--- config.mk ---
export PLATFORM = sky130hd
export DESIGN_NAME = jtag_bus_support
export DESIGN_NICKNAME = d
export VERILOG_FILES = /design/src/rtl/jtag_bus_support_pkg.sv /design/src/rtl/jtag_word_fifo.sv /design/src/rtl/jtag_bus_support.sv
export SDC_FILE = /design/constraint.sdc
export NUM_CORES = 1
export LEC_CHECK = 0
export CORE_MARGIN = 3
export CORE_UTILIZATION = 60
export CTS_CLUSTER_DIAMETER = 50
export DETAILED_ROUTE_END_ITERATION = 7
export PLACE_DENSITY = 0.85
export SETUP_SLACK_MARGIN = 0.4
export SLEW_MARGIN = 20
export SYNTH_ARGS = -nofsm -noshare
export SYNTH_HDL_FRONTEND = slang
export SYNTH_SLANG_ARGS = --single-unit
--- constraint.sdc ---
create_clock -name system_clock -period 5.1 [get_ports system_clock]
set_clock_uncertainty 0.05 [all_clocks]
set_input_delay 0.765 -clock system_clock [delete_from_list [all_inputs] [get_ports system_clock]]
set_output_delay 0.765 -clock system_clock [all_outputs]
set_load 0.01 [all_outputs]
--- src/rtl/jtag_bus_support_pkg.sv ---
// Shared definitions for the JTAG-to-bus DMA bridge.
//   - chain 1 instruction opcodes (low nibble of the 36-bit instruction)
//   - DMA state encoding
//   - status word bit positions
//   - burst_beats(): turns the raw burst register into a legal beat count
package jtag_bus_support_pkg;

  localparam logic [3:0] OP_STATUS = 4'b0000;
  localparam logic [3:0] OP_ADDR   = 4'b0001;
  localparam logic [3:0] OP_BE     = 4'b0010;
  localparam logic [3:0] OP_BURST  = 4'b0011;
  localparam logic [3:0] OP_WRITE  = 4'b1000;
  localparam logic [3:0] OP_READ   = 4'b1001;
  localparam logic [3:0] OP_POP    = 4'b1010;

  typedef enum logic [2:0] {
    DMA_IDLE  = 3'd0,
    DMA_REQ   = 3'd1,
    DMA_BEGIN = 3'd2,
    DMA_WDATA = 3'd3,
    DMA_RDATA = 3'd4,
    DMA_END   = 3'd5
  } dma_state_e;

  localparam int ST_ACTIVE     = 0;
  localparam int ST_ERROR      = 1;
  localparam int ST_REQUEST    = 2;
  localparam int ST_WCOUNT_LSB = 8;
  localparam int ST_RCOUNT_LSB = 16;
  localparam int ST_COUNT_W    = 5;

  // A zero burst still moves one beat; anything past the FIFO size is
  // clamped so a write can never wait for more words than the FIFO holds.
  function automatic logic [7:0] burst_beats(input logic [7:0] burst, input int depth);
    if (burst == 8'd0) return 8'd1;
    if (int'(burst) > depth) return 8'(depth);
    return burst;
  endfunction

endpackage

--- src/rtl/jtag_word_fifo.sv ---
// Synchronous 32-bit word FIFO with occupancy count.
// Ports:
//   clk, rst_n        clock, asynchronous active-low reset (empties the FIFO)
//   push, push_data   write a word; ignored when full
//   pop               drop the head word; ignored when empty
//   head              current head word (valid when !empty)
//   count, full, empty occupancy
module jtag_word_fifo #(
  parameter int DEPTH = 16,
  parameter int CW    = $clog2(DEPTH + 1)
) (
  input  logic          clk,
  input  logic          rst_n,
  input  logic          push,
  input  logic [31:0]   push_data,
  input  logic          pop,
  output logic [31:0]   head,
  output logic [CW-1:0] count,
  output logic          full,
  output logic          empty
);

  localparam int AW = (DEPTH > 1) ? $clog2(DEPTH) : 1;

  logic [31:0]   mem [DEPTH];
  logic [AW-1:0] wr_ptr;
  logic [AW-1:0] rd_ptr;
  logic          do_push;
  logic          do_pop;

  function automatic logic [AW-1:0] ptr_inc(input logic [AW-1:0] p);
    return (p == AW'(DEPTH - 1)) ? '0 : p + AW'(1);
  endfunction

  assign full    = (count == CW'(DEPTH));
  assign empty   = (count == '0);
  assign do_push = push && !full;
  assign do_pop  = pop && !empty;
  assign head    = mem[rd_ptr];

  always_ff @(posedge clk or negedge rst_n) begin
    if (!rst_n) begin
      wr_ptr <= '0;
      rd_ptr <= '0;
      count  <= '0;
    end else begin
      if (do_push) wr_ptr <= ptr_inc(wr_ptr);
      if (do_pop)  rd_ptr <= ptr_inc(rd_ptr);
      case ({do_push, do_pop})
        2'b10:   count <= count + CW'(1);
        2'b01:   count <= count - CW'(1);
        default: ;
      endcase
    end
  end

  // Storage carries no reset; only the pointers define what is valid.
  always_ff @(posedge clk) begin
    if (do_push) mem[wr_ptr] <= push_data;
  end

endmodule

--- src/rtl/jtag_bus_support.sv ---
// JTAG user-register to system-bus DMA master.
// Ports:
//   system_clock, JRSTN        sole clock, asynchronous active-low reset
//   JTCK/JTDI/JSHIFT/JUPDATE/JCE1/JCE2/JRTI1/JRTI2
//                              JTAG primitive signals, oversampled as data
//   JTDO1, JTDO2               chain 1 shift-register LSB, chain 2 bypass flop
//   *OUT bus outputs, *IN bus inputs, request/granted arbiter handshake
//
// Bus handshake: request is held until granted is seen high on a clock
// edge. The next cycle is the one-cycle begin phase (begin_transactionOUT
// with address, byte enables, beats-1 and direction). A write beat is
// offered by data_validOUT with the word on address_dataOUT and counts as
// transferred only on an edge where busyIN is low; otherwise it is held.
// A write closes with a one-cycle end_transactionOUT. A read accepts a
// word on every edge with data_validIN and closes on end_transactionIN.
// errorIN during any bus phase aborts back to idle.
module jtag_bus_support
  import jtag_bus_support_pkg::*;
#(
  parameter int FIFO_DEPTH = 16
) (
  input  logic        system_clock,
  input  logic        JRSTN,
  input  logic        JTCK,
  input  logic        JTDI,
  input  logic        JSHIFT,
  input  logic        JUPDATE,
  input  logic        JCE1,
  input  logic        JCE2,
  input  logic        JRTI1,
  input  logic        JRTI2,
  output logic        JTDO1,
  output logic        JTDO2,
  output logic [31:0] address_dataOUT,
  output logic [3:0]  byte_enableOUT,
  output logic [7:0]  busrt_sizeOUT,
  output logic        read_n_writeOUT,
  output logic        begin_transactionOUT,
  output logic        end_transactionOUT,
  output logic        data_validOUT,
  output logic        busyOUT,
  input  logic [31:0] address_dataIN,
  input  logic        end_transactionIN,
  input  logic        data_validIN,
  input  logic        busyIN,
  input  logic        errorIN,
  output logic        request,
  input  logic        granted
);

  localparam int CW = $clog2(FIFO_DEPTH + 1);

  // ---------------- JTAG oversampling ----------------
  logic [5:0] sync1, sync2, sync_prev;
  logic s_tck, s_tdi, s_shift, s_upd, s_ce1, s_ce2;
  logic tck_rise, upd_rise, ce1_rise;

  always_ff @(posedge system_clock or negedge JRSTN) begin
    if (!JRSTN) begin
      sync1     <= '0;
      sync2     <= '0;
      sync_prev <= '0;
    end else begin
      sync1     <= {JCE2, JCE1, JUPDATE, JSHIFT, JTDI, JTCK};
      sync2     <= sync1;
      sync_prev <= sync2;
    end
  end

  assign {s_ce2, s_ce1, s_upd, s_shift, s_tdi, s_tck} = sync2;
  assign tck_rise = s_tck & ~sync_prev[0];
  assign upd_rise = s_upd & ~sync_prev[3];
  assign ce1_rise = s_ce1 & ~sync_prev[4];

  logic unused_rti;
  assign unused_rti = &{1'b0, JRTI1, JRTI2};

  // ---------------- chains ----------------
  logic [35:0] sr;
  logic        bypass;
  logic        sel_chain2;
  logic [31:0] capture_word;

  always_ff @(posedge system_clock or negedge JRSTN) begin
    if (!JRSTN) begin
      sr         <= '0;
      bypass     <= 1'b0;
      sel_chain2 <= 1'b0;
    end else begin
      // Most recently enabled chain stays selected after its JCE drops.
      if (s_ce2 && !s_ce1)      sel_chain2 <= 1'b1;
      else if (s_ce1 && !s_ce2) sel_chain2 <= 1'b0;
      if (ce1_rise)                          sr <= {capture_word, 4'b0000};
      else if (tck_rise && s_ce1 && s_shift) sr <= {s_tdi, sr[35:1]};
      if (tck_rise && s_ce2 && s_shift) bypass <= s_tdi;
    end
  end

  assign JTDO1 = sr[0];
  assign JTDO2 = bypass;

  logic        exec;
  logic [3:0]  opcode;
  logic [31:0] payload;
  assign exec    = upd_rise && !sel_chain2;
  assign opcode  = sr[3:0];
  assign payload = sr[35:4];

  // ---------------- FIFOs ----------------
  logic [31:0]   wf_head, rf_head;
  logic [CW-1:0] wf_count, rf_count;
  logic          wf_full, wf_empty, rf_full, rf_empty;
  logic          wf_push, wf_pop, rf_push, rf_pop;

  jtag_word_fifo #(.DEPTH(FIFO_DEPTH), .CW(CW)) u_wfifo (
    .clk(system_clock), .rst_n(JRSTN),
    .push(wf_push), .push_data(payload), .pop(wf_pop),
    .head(wf_head), .count(wf_count), .full(wf_full), .empty(wf_empty)
  );

  jtag_word_fifo #(.DEPTH(FIFO_DEPTH), .CW(CW)) u_rfifo (
    .clk(system_clock), .rst_n(JRSTN),
    .push(rf_push), .push_data(address_dataIN), .pop(rf_pop),
    .head(rf_head), .count(rf_count), .full(rf_full), .empty(rf_empty)
  );

  // ---------------- configuration and status ----------------
  dma_state_e  dma_state, dma_next;
  logic [31:0] address_reg;
  logic [3:0]  be_reg;
  logic [7:0]  burst_reg;
  logic [7:0]  n_now;
  logic        err_sticky, read_pending;
  logic [31:0] status_word;
  logic        rd_start, take, bus_phase, rd_drop, err_set, status_rd;

  logic        cur_read;
  logic [7:0]  cur_n, beat_cnt, discard_cnt;
  logic        wr_beat, write_abort;

  assign n_now     = burst_beats(burst_reg, FIFO_DEPTH);
  assign status_rd = exec && (opcode == OP_STATUS);
  assign rd_start  = exec && (opcode == OP_READ) && !read_pending && (dma_state == DMA_IDLE);
  assign take      = (dma_state == DMA_IDLE) && (dma_next == DMA_REQ);
  assign bus_phase = (dma_state == DMA_BEGIN) || (dma_state == DMA_WDATA) ||
                     (dma_state == DMA_RDATA) || (dma_state == DMA_END);
  assign rd_drop   = (dma_state == DMA_RDATA) && data_validIN && rf_full;
  assign err_set   = (bus_phase && errorIN) || rd_drop;

  assign wf_push = exec && (opcode == OP_WRITE);
  assign rf_push = (dma_state == DMA_RDATA) && data_validIN;
  assign rf_pop  = exec && (opcode == OP_POP);

  assign wr_beat     = (dma_state == DMA_WDATA) && !busyIN && !errorIN && !wf_empty;
  assign write_abort = errorIN && !cur_read &&
                       ((dma_state == DMA_BEGIN) || (dma_state == DMA_WDATA));
  // Leftover beats of an aborted write are drained one per cycle while idle.
  assign wf_pop      = wr_beat || (discard_cnt != 8'd0);

  always_comb begin
    status_word = '0;
    status_word[ST_ACTIVE]  = (dma_state != DMA_IDLE);
    status_word[ST_ERROR]   = err_sticky;
    status_word[ST_REQUEST] = (dma_state == DMA_REQ);
    status_word[ST_WCOUNT_LSB +: ST_COUNT_W] = ST_COUNT_W'(wf_count);
    status_word[ST_RCOUNT_LSB +: ST_COUNT_W] = ST_COUNT_W'(rf_count);
  end

  always_ff @(posedge system_clock or negedge JRSTN) begin
    if (!JRSTN) begin
      address_reg  <= '0;
      be_reg       <= '0;
      burst_reg    <= '0;
      capture_word <= '0;
      err_sticky   <= 1'b0;
      read_pending <= 1'b0;
    end else begin
      // A new error in the same cycle as a status read survives the clear.
      err_sticky <= (err_sticky && !status_rd) || err_set;
      if (exec) begin
        case (opcode)
          OP_STATUS: capture_word <= status_word;
          OP_ADDR:   address_reg  <= payload;
          OP_BE:     be_reg       <= payload[3:0];
          OP_BURST:  burst_reg    <= payload[7:0];
          OP_POP:    capture_word <= rf_empty ? 32'd0 : rf_head;
          default:   ;
        endcase
      end
      if (rd_start)                  read_pending <= 1'b1;
      else if (take && read_pending) read_pending <= 1'b0;
    end
  end

  // ---------------- DMA state machine ----------------
  always_ff @(posedge system_clock or negedge JRSTN) begin
    if (!JRSTN) dma_state <= DMA_IDLE;
    else        dma_state <= dma_next;
  end

  always_comb begin
    dma_next = dma_state;
    case (dma_state)
      DMA_IDLE:  if (discard_cnt == 8'd0 && (read_pending || 8'(wf_count) >= n_now))
                   dma_next = DMA_REQ;
      DMA_REQ:   if (granted) dma_next = DMA_BEGIN;
      DMA_BEGIN: dma_next = errorIN ? DMA_IDLE : (cur_read ? DMA_RDATA : DMA_WDATA);
      DMA_WDATA: begin
        if (errorIN) dma_next = DMA_IDLE;
        else if (wr_beat && beat_cnt == cur_n - 8'd1) dma_next = DMA_END;
      end
      DMA_RDATA: if (errorIN || end_transactionIN) dma_next = DMA_IDLE;
      DMA_END:   dma_next = DMA_IDLE;
      default:   dma_next = DMA_IDLE;
    endcase
  end

  always_ff @(posedge system_clock or negedge JRSTN) begin
    if (!JRSTN) begin
      cur_read    <= 1'b0;
      cur_n       <= '0;
      beat_cnt    <= '0;
      discard_cnt <= '0;
    end else begin
      if (take) cur_read <= read_pending;
      if (dma_state == DMA_BEGIN) begin
        cur_n    <= n_now;
        beat_cnt <= '0;
      end else if (wr_beat) begin
        beat_cnt <= beat_cnt + 8'd1;
      end
      if (write_abort)
        discard_cnt <= (dma_state == DMA_BEGIN) ? n_now : cur_n - beat_cnt;
      else if (discard_cnt != 8'd0)
        discard_cnt <= discard_cnt - 8'd1;
    end
  end

  always_comb begin
    address_dataOUT      = '0;
    byte_enableOUT       = '0;
    busrt_sizeOUT        = '0;
    read_n_writeOUT      = 1'b0;
    begin_transactionOUT = 1'b0;
    end_transactionOUT   = 1'b0;
    data_validOUT        = 1'b0;
    request              = 1'b0;
    case (dma_state)
      DMA_REQ: request = 1'b1;
      DMA_BEGIN: begin
        begin_transactionOUT = 1'b1;
        address_dataOUT      = address_reg;
        byte_enableOUT       = be_reg;
        busrt_sizeOUT        = n_now - 8'd1;
        read_n_writeOUT      = cur_read;
      end
      DMA_WDATA: begin
        data_validOUT   = !wf_empty;
        address_dataOUT = wf_empty ? 32'd0 : wf_head;
      end
      DMA_END: end_transactionOUT = 1'b1;
      default: ;
    endcase
  end

  assign busyOUT = 1'b0;

endmodule

==> results by group <==
Routing
  • Drt initial violations: 2793
  • Drt first pass iters: 7
  • # DRC: 0
  • Final WL: 117 mm
  • Via count: 24500
  • Via/cell ratio: 6.79
  • Wire per inst: 32.6 um
  • Remaining antenna violation count: 0

Yosys
  • Ys Warns: 0
  • Post-synthesis sequential element count: 1209
  • Mean Syn Cell Area: 20.6 sq um
  • Count leader, synth: edfxtp_1
  • Synth top area cells: edfxtp_1 64%, mux4_2 15%, dfrtp_1 9.7%, mux2_2 1.2%, a22o_1 0.99%
  • Share of the synthesized area in the top cell type: 64.4%
  • Most used DFF post-synth: edfxtp_1
  • Mapped Cells: 2322
  • List of most frequent post-synthesis cells: 1024 x edfxtp_1, 320 x mux4_2, 185 x dfrtp_1, 106 x nand2_1, 71 x clkbuf_1
  • Distinct cell type count of the synthesized netlist: 66
  • Post-synth EDFFs: 1024
  • Post-synthesis cell area: 47700 sq um
  • Post-synth top area cell: edfxtp_1
  • Sequential area share after synthesis: 74.1%
  • Asr flop ratio synth: 15.3%

Pwr
  • Clock power frac: 37.0%
  • PwrDens: 431 nW/um^2
  • Part of the power in registers: 49.3%
  • Peak supply drop: 0.386 mV
  • P_sw: 5800 uW
  • Combinational fraction of design power: 13.7%
  • Int Power: 17500 uW
  • Leakage: 0.0184 uW
  • Sw Share: 24.9%

Layout
  • Layout cells sized above 1: 25.8%
  • Nets: 2545
  • Finished layout cell area: 54100 sq um
  • Regs by FF count: u_rfifo.mem x512, u_wfifo.mem x512, sr x36
  • Area Growth Syn to Fin: 13.5%

STA
  • Rel. slew slack: 13.9%
  • Slew @ Worst Pin: 1290 ps
  • Period minus WS final: 4580 ps
  • Final setup violation count: 0
  • RSZ-0062 raised after global routing: no
  • Period utilization: 89.8%
  • Setup TNS: 0 ps
  • Fmax: 218 MHz
  • Max-slew violations: 0
  • Final hold violation count: 0
  • Final setup margin: 519 ps

Clock network
  • Clk sink count: 1209
  • CTS buffer count: 116
  • CTS tree: built
  • Root buf cell: clkbuf_16
  • Setup Fix Bufs, Post-CTS: 0
  • Clock buffer depth: 3
  • H-tree levels: 3
  • Clk slew on worst S/H paths: 60 ps
  • Worst-Skew Late Latency: 690 ps
  • Post-CTS Hold Fix Bufs: 0

Global routing
  • Initial antenna violation count: 7
  • First-pass GRT wire length: 173 mm
  • Grt ovf: 0
  • Vias in the first global route: 25800
  • Total track usage: 29.0%
  • Largest net degree at the start of global routing: 105

Critical path
  • R2r setup slk: 1480 ps
  • R2r endpoint: u_wfifo.mem[4][8]
  • CP required: 4280 ps
  • CP max-delay cell: inv_2
  • Highest fanout seen on the critical path: 33
  • Worst setup SP type: flip-flop
  • FF-to-FF Start: sel_chain2
  • Worst Path Arrival: 3770 ps
  • Bufs and invs on worst path: 2
  • R2r worst-path depth: 8
  • CP endpoint kind: output pin
  • Critical Path, Cell by Cell: nand3b_1 -> or2_2 -> inv_2 -> a22o_1 -> clkdlybuf4s50_1
  • Critical path's top delay family: buffers and inverters
  • Slowest stage delay, CP: 800 ps
  • CP Class: reg -> out

Min path
  • Hold Path Class: in -> async

Die
  • Die area: 82900 sq um
  • Chip width: 288 um
  • Die Ht: 288 um
  • Top Ports: 99
  • CORE AREA: 78100 sq um
  • Num rows: 102
  • Starting Density: 61.1%

Placement
  • Port Buffers: 93
  • Gpl congestion: 0.807
  • DP Area: 50200 sq um
  • Detailed placement HPWL: 59.1 mm
  • Post-Place Worst Slack: 1030 ps

Run
  • Max cap viols: 0

Run status
  • Status: complete, no violations
kinds of logic (layout without fill, tap and decap cells):
| family | after synthesis | count (layout) | synth area share, % |
|---|---|---|---|
| DFF | 1209 | 1209 | 74.1 |
| muxes | 408 | 408 | 17.1 |
| and+or+nand+nor | 261 | 261 | 2.57 |
| AOI/OAI and AO/OA | 195 | 195 | 2.98 |
| buffers and inverters | 171 | 406 | 1.46 |
| xor gates and xnor gates | 39 | 39 | 0.716 |
| adders and majority gates | 38 | 38 | 1.04 |
| other | 1 | 9 | 0.00786 |
worst max-delay path by stage:
stage | startpoint | endpoint | slack [ps] | cells past startpoint
after floorplan | sel_chain2 | u_wfifo.mem[1][0] | 540 | 7
after global placement | dma_state[1] | address_dataOUT[4] | 1180 | 6
after detailed placement | data_validIN | u_rfifo.mem[7][26] | 1030 | 6
after CTS | u_wfifo.rd_ptr[0] | address_dataOUT[4] | 470 | 5
after global routing | dma_state[1] | address_dataOUT[4] | 430 | 6
final | dma_state[0] | address_dataOUT[7] | 520 | 5
layout by cell type (no fill, tap or decap), types with 42 or more instances in the layout:
| cell | n |
|---|---|
| a22o_1 | 54 |
| inv_1 | 42 |
| o21ai_0 | 65 |
| mux4_2 | 320 |
| dfrtp_1 | 178 |
| mux2_2 | 50 |
| nand2_1 | 105 |
| edfxtp_1 | 1024 |
| clkbuf_16 | 118 |
| clkdlybuf4s50_1 | 92 |
layout make-up:
cell class / count / area, sq um
antenna: 6 / 15.0
sequential: 1209 / 35400
timing repair buffer: 145 / 1500
clock buffer: 155 / 3160
inverter: 44 / 168
clock inverter: 62 / 678
tap: 1040 / 1300
fill: 4478 / 24000
multi-input combinational: 944 / 11900
timing repair:
action,CTS,global route
endpoints found under the setup margin,2,14
resized for setup,1,2
cloned,0,0
metal layers:
layer | track usage (%) | vias up | wire [um]
met5 | 0 | - | 13
met4 | 11.6 | 2 | 4740
met3 | 5.42 | 332 | 9360
met2 | 51.4 | 1489 | 63600
met1 | 35.5 | 12900 | 39700
li1 | - | 9755 | -
metrics by stage:
stage | util (%) | power, uW | hold slack [ps] | instances
finish | 69.3 | 23300 | 155 | 3605
global route | 69.3 | 24000 | 199 | 3602
CTS | 69.3 | 23400 | 166 | 3598
detailed placement | 64.3 | 14800 | 286 | 3381
global placement | 64.3 | 14600 | 283 | 3381
floorplan | - | 13800 | 281 | 2324
power by group through the flow:
| stage | Sequential (uW) | Combinational [uW] | Clock, uW |
|---|---|---|---|
| after floorplan | 11300 | 2500 | 0 |
| after global placement | 11700 | 2980 | 0 |
| after detailed placement | 11700 | 3120 | 0 |
| after CTS | 11500 | 3200 | 8720 |
| after global routing | 11500 | 3430 | 9070 |
| final | 11500 | 3190 | 8630 |
Power figures use the tool's default switching activity.
